<file path="config.mk">
export PLATFORM = sky130hd
export DESIGN_NAME = mem_port_arbiter
export DESIGN_NICKNAME = d
export VERILOG_FILES = /design/src/rtl/mem_port_arbiter.sv
export SDC_FILE = /design/constraint.sdc
export NUM_CORES = 1
export LEC_CHECK = 0
export BUFFER_PORTS_ARGS = -buffer_cell sky130_fd_sc_hd__buf_4
export CELL_PAD_IN_SITES_DETAIL_PLACEMENT = 1
export CELL_PAD_IN_SITES_GLOBAL_PLACEMENT = 2
export CORE_MARGIN = 1
export CORE_UTILIZATION = 27
export DETAILED_ROUTE_END_ITERATION = 6
export PLACE_DENSITY_LB_ADDON = 0.1
export SYNTH_ARGS = -nofsm -noshare
export SYNTH_HDL_FRONTEND = slang
export SYNTH_SLANG_ARGS = --single-unit
</file>
<file path="constraint.sdc">
create_clock -name clock -period 3.8 [get_ports clock]
set_input_delay 0.38 -clock clock [delete_from_list [all_inputs] [get_ports clock]]
set_output_delay 0.38 -clock clock [all_outputs]
set_load 0.01 [all_outputs]
</file>
<file path="src/rtl/mem_port_arbiter.sv">
// Arbitrates a single-ported RAM between instruction fetch (IF) and the memory stage (MEM).
// MEM wins contested grants until IF has lost STARVE_MAX times in a row.
module mem_port_arbiter #(
  parameter int unsigned ADDR_W     = 32,
  parameter int unsigned DATA_W     = 32,
  parameter int unsigned STARVE_MAX = 4
) (
  input  logic              clock,
  input  logic              reset,
  input  logic              if_req,
  input  logic [ADDR_W-1:0] if_addr,
  output logic              if_gnt,
  output logic [DATA_W-1:0] if_rdata,
  output logic              if_done,
  output logic              if_stall,
  input  logic              mem_req,
  input  logic              mem_we,
  input  logic [ADDR_W-1:0] mem_addr,
  input  logic [DATA_W-1:0] mem_wdata,
  output logic              mem_gnt,
  output logic [DATA_W-1:0] mem_rdata,
  output logic              mem_done,
  output logic              ram_en,
  output logic              ram_we,
  output logic [ADDR_W-1:0] ram_addr,
  output logic [DATA_W-1:0] ram_wdata,
  input  logic [DATA_W-1:0] ram_rdata,
  input  logic              ram_ready
);

  localparam logic [3:0] StarveMax = 4'(STARVE_MAX);

  typedef enum logic [1:0] {StIdle, StBusyIf, StBusyMem} state_e;

  state_e     state_q;
  logic [3:0] starve_q;

  logic if_elig;
  logic mem_elig;
  logic grant_mem;
  logic grant_if;

  // A requester is never re-granted in the cycle its done pulse is visible.
  always_comb begin
    if_elig   = if_req & ~if_done;
    mem_elig  = mem_req & ~mem_done;
    grant_mem = mem_elig & ~(if_elig & (starve_q == StarveMax));
    grant_if  = if_elig & ~grant_mem;
  end

  assign if_stall = if_req & ~if_done;

  always_ff @(posedge clock) begin
    if (!reset) begin
      state_q   <= StIdle;
      starve_q  <= 4'd0;
      if_gnt    <= 1'b0;
      if_done   <= 1'b0;
      if_rdata  <= '0;
      mem_gnt   <= 1'b0;
      mem_done  <= 1'b0;
      mem_rdata <= '0;
      ram_en    <= 1'b0;
      ram_we    <= 1'b0;
      ram_addr  <= '0;
      ram_wdata <= '0;
    end else begin
      if_gnt   <= 1'b0;
      if_done  <= 1'b0;
      mem_gnt  <= 1'b0;
      mem_done <= 1'b0;
      unique case (state_q)
        StIdle: begin
          if (grant_mem) begin
            mem_gnt   <= 1'b1;
            ram_en    <= 1'b1;
            ram_we    <= mem_we;
            ram_addr  <= mem_addr;
            ram_wdata <= mem_wdata;
            state_q   <= StBusyMem;
            if (if_elig && (starve_q < StarveMax)) begin
              starve_q <= 4'(starve_q + 4'd1);
            end
          end else if (grant_if) begin
            if_gnt    <= 1'b1;
            ram_en    <= 1'b1;
            ram_we    <= 1'b0;
            ram_addr  <= if_addr;
            ram_wdata <= '0;
            state_q   <= StBusyIf;
            starve_q  <= 4'd0;
          end
        end
        StBusyIf: begin
          if (ram_ready) begin
            if_rdata <= ram_rdata;
            if_done  <= 1'b1;
            ram_en   <= 1'b0;
            ram_we   <= 1'b0;
            state_q  <= StIdle;
          end
        end
        StBusyMem: begin
          if (ram_ready) begin
            // The registered strobe still tells a read from a write here.
            if (!ram_we) begin
              mem_rdata <= ram_rdata;
            end
            mem_done <= 1'b1;
            ram_en   <= 1'b0;
            ram_we   <= 1'b0;
            state_q  <= StIdle;
          end
        end
        default: state_q <= StIdle;
      endcase
    end
  end

endmodule

</file>
==> results.json <==
{
  "status": "finished clean",
  "synth_simple_gate_area_share_pct": 16.5,
  "clk_path_buf_depth": 2,
  "grt_max_degree": 59,
  "wl_um": 18100,
  "worstSetupPathType": "register to register",
  "fin_area_um2": 8030,
  "synth_mux_area_share_pct": 0,
  "worst_hold_path_type": "input port to register",
  "vias": 5143,
  "hpwl_um": 12700,
  "skew_ps": 11.6,
  "seq_area_frac_synth_pct": 52.5,
  "clock_latency_ps": 420,
  "fp.dieW_um": 143,
  "dieHeight_um": 143,
  "grt.busiest_layer": "met2",
  "drt_pre_antenna_iters": 4,
  "grtUsageTotal_pct": 18.0,
  "synth-compound-area-share_pct": 23.1,
  "relSlewSlack_pct": 30.3,
  "cts_resized": 0,
  "rows": 51,
  "maxSlewViolCount": 0,
  "drc": 0,
  "setup_tns_ps": 0,
  "ant_nets": 0,
  "grt_pass1_wl_um": 28200,
  "cts_buffers": 17,
  "cts_tree": "yes",
  "insertedDiodeCount": 0,
  "die_area_um2": 20300,
  "routabilityCongestion": 0.723,
  "use_met3_pct": 6.00,
  "post_synth.cell_area_avg_um2": 9.04,
  "leakage_nw": 3.48,
  "yosysWarnings": 0,
  "startpoint_type": "register",
  "worstPathRequired_ps": 4120,
  "clockRootBuffer": "clkbuf_16",
  "critPathMaxFanout": 36,
  "max_clock_freq_mhz": 361,
  "postCtsSetupBuffers": 0,
  "synth_adder_area_share_pct": 1.41,
  "synth_cell_type_count": 37,
  "drive_gt1_share_pct": 41.0,
  "path_clk_slew_ps": 60,
  "wl_per_cell_um": 16.2,
  "cts_max_level": 4,
  "maxCapViolCount": 0,
  "synth_top_family_by_area": "compound AO/OA/AOI/OAI gates",
  "setup_viol": 0,
  "grt.overflow.total": 0,
  "grt_use_met2_pct": 32.1,
  "area_growth_pct": 50.3,
  "placed_cell_area_um2": 7420,
  "vdd_ir_drop_max_mv": 0.316,
  "synth_nets": 731,
  "postCtsHoldBufs": 0,
  "crit_arrival_ps": 3100,
  "fillCellCount": 2295,
  "rsz0062_at_grt": "false",
  "hold_viol": 0,
  "vias_per_cell": 4.60,
  "finalCriticalPeriod_ps": 2770,
  "ys_seq_elements": 140,
  "timing.final.crit_share_pct": 72.9,
  "portBuffers": 268,
  "cts.sinks": 140,
  "tightest_slew_ps": 1040,
  "start_util_pct": 27.5,
  "antenna_found_initial": 0,
  "use_met1_pct": 19.4,
  "coreArea_um2": 19400,
  "layout.nets": 981,
  "p_per_area_nw_per_um2": 524,
  "io_pins": 269,
  "synth_xor_area_share_pct": 0.164,
  "grt_pass1_vias": 5448,
  "postSynthCellCount": 591,
  "synth.cell_area_um2": 5340,
  "drt_iter0_drc": 115,
  "critPathCaptureType": "register"
}
-- per-layer routing --
| layer | routed length (um) | up-vias |
|---|---|---|
| li1 | - | 2511 |
| met1 | 7250 | 2449 |
| met2 | 9220 | 162 |
| met3 | 1300 | 21 |
| met4 | 373 | 0 |
| met5 | 0 | - |
-- placed cells by master, fill, tap and decap left out, types with 2 or more instances in the layout --
cell type,count
nand2b_1,2
o221a_2,27
clkinv_2,2
and3b_1,2
a21oi_2,5
nor2_1,5
buf_4,275
dfxtp_1,140
o221a_1,5
o32ai_1,2
clkbuf_8,3
ha_1,6
nand2_1,196
a21bo_2,2
o21a_1,33
bufinv_16,3
clkinvlp_4,3
and3_1,2
clkbuf_16,17
inv_1,5
a21oi_1,97
-- registers in the layout, summed over array words and instances (netlist names) --
signal     cells
if_done        1
if_gnt         1
if_rdata      32
mem_done       1
mem_gnt        1
mem_rdata     32
ram_addr      32
ram_en         1
ram_wdata     32
ram_we         1
starve_q       4
state_q        2
-- cell families (layout without fill, tap and decap cells) --
group	count (synthesis)	in the layout
and+or+nand+nor	218	218
AOI/OAI and AO/OA	176	176
buffers and inverters	50	311
DFF	140	140
xor gates and xnor gates	1	1
adders and majority gates	6	6
-- area by class of cell --
cell class	instances	area (um2)	area share [%]
Clock buffer	20	467	5.81
Tap cell	265	332	4.13
Sequential cell	140	2800	34.9
Clock inverter	10	140	1.75
Multi-Input combinational cell	401	2200	27.4
Timing Repair Buffer	275	2060	25.7
Inverter	6	22.5	0.281
-- where the power goes --
group	leakage, nW	switching, mW	internal (mW)
clock	0.290	0.643	1.08
sequential	1.15	0.0717	1.60
combinational	2.04	0.417	0.400
total	3.48	1.13	3.08
-- per-stage QoR --
step	utilization [%]	power, mW	std cells	worst slack, ps	hold WS [ps]
after detailed placement	38.3	2.53	1087	988	447
after global placement	38.3	2.50	1087	1150	443
final	41.4	4.21	1117	1030	166
after CTS	41.4	4.27	1117	967	148
after floorplan	-	2.16	591	2230	472
after global routing	41.4	4.41	1117	789	152
-- Yosys cell counts, drive strengths merged --
cell type | n | area share (%)
a31oi | 1 | 0.12
nand2 | 197 | 14
and2 | 1 | 0.12
or2 | 1 | 0.12
nor2 | 6 | 0.42
a21oi | 102 | 9.9
o21a | 33 | 4.6
and3b | 2 | 0.33
a21boi | 2 | 0.49
o21ai | 1 | 0.30
a21bo | 2 | 0.37
dfxtp | 140 | 52
nand3b | 1 | 0.14
ha | 6 | 1.4
o221a | 32 | 6.7
xnor2 | 1 | 0.16
nor3b | 1 | 0.23
o32ai | 2 | 0.33
a21o | 1 | 0.16
and3 | 2 | 0.23
buf | 27 | 4.8
nand2b | 4 | 0.66
nand3 | 1 | 0.094
nor4b | 1 | 0.16
inv | 6 | 0.42
nor2b | 1 | 0.12
clkbuf | 17 | 1.2
-- worst max-delay path: stages (launching register included) --
cell	delay, ps
dfxtp_1	370
inv_1	60
ha_1	200
and3b_1	230
o21ai_4	800
nand2_2	670
a21oi_1	320
-- path summary, 6_finish.rpt --
kind,startpoint,to,slack (ps),cells after the start
worst max-delay path,starve_q[0],ram_wdata[30],1030,6
worst max register to register,starve_q[0],ram_wdata[30],1030,6
worst min register to register,if_rdata[26],if_rdata[26],450,2
worst min-delay path,mem_addr[0],ram_addr[0],170,2
Power figures use the tool's default switching activity.
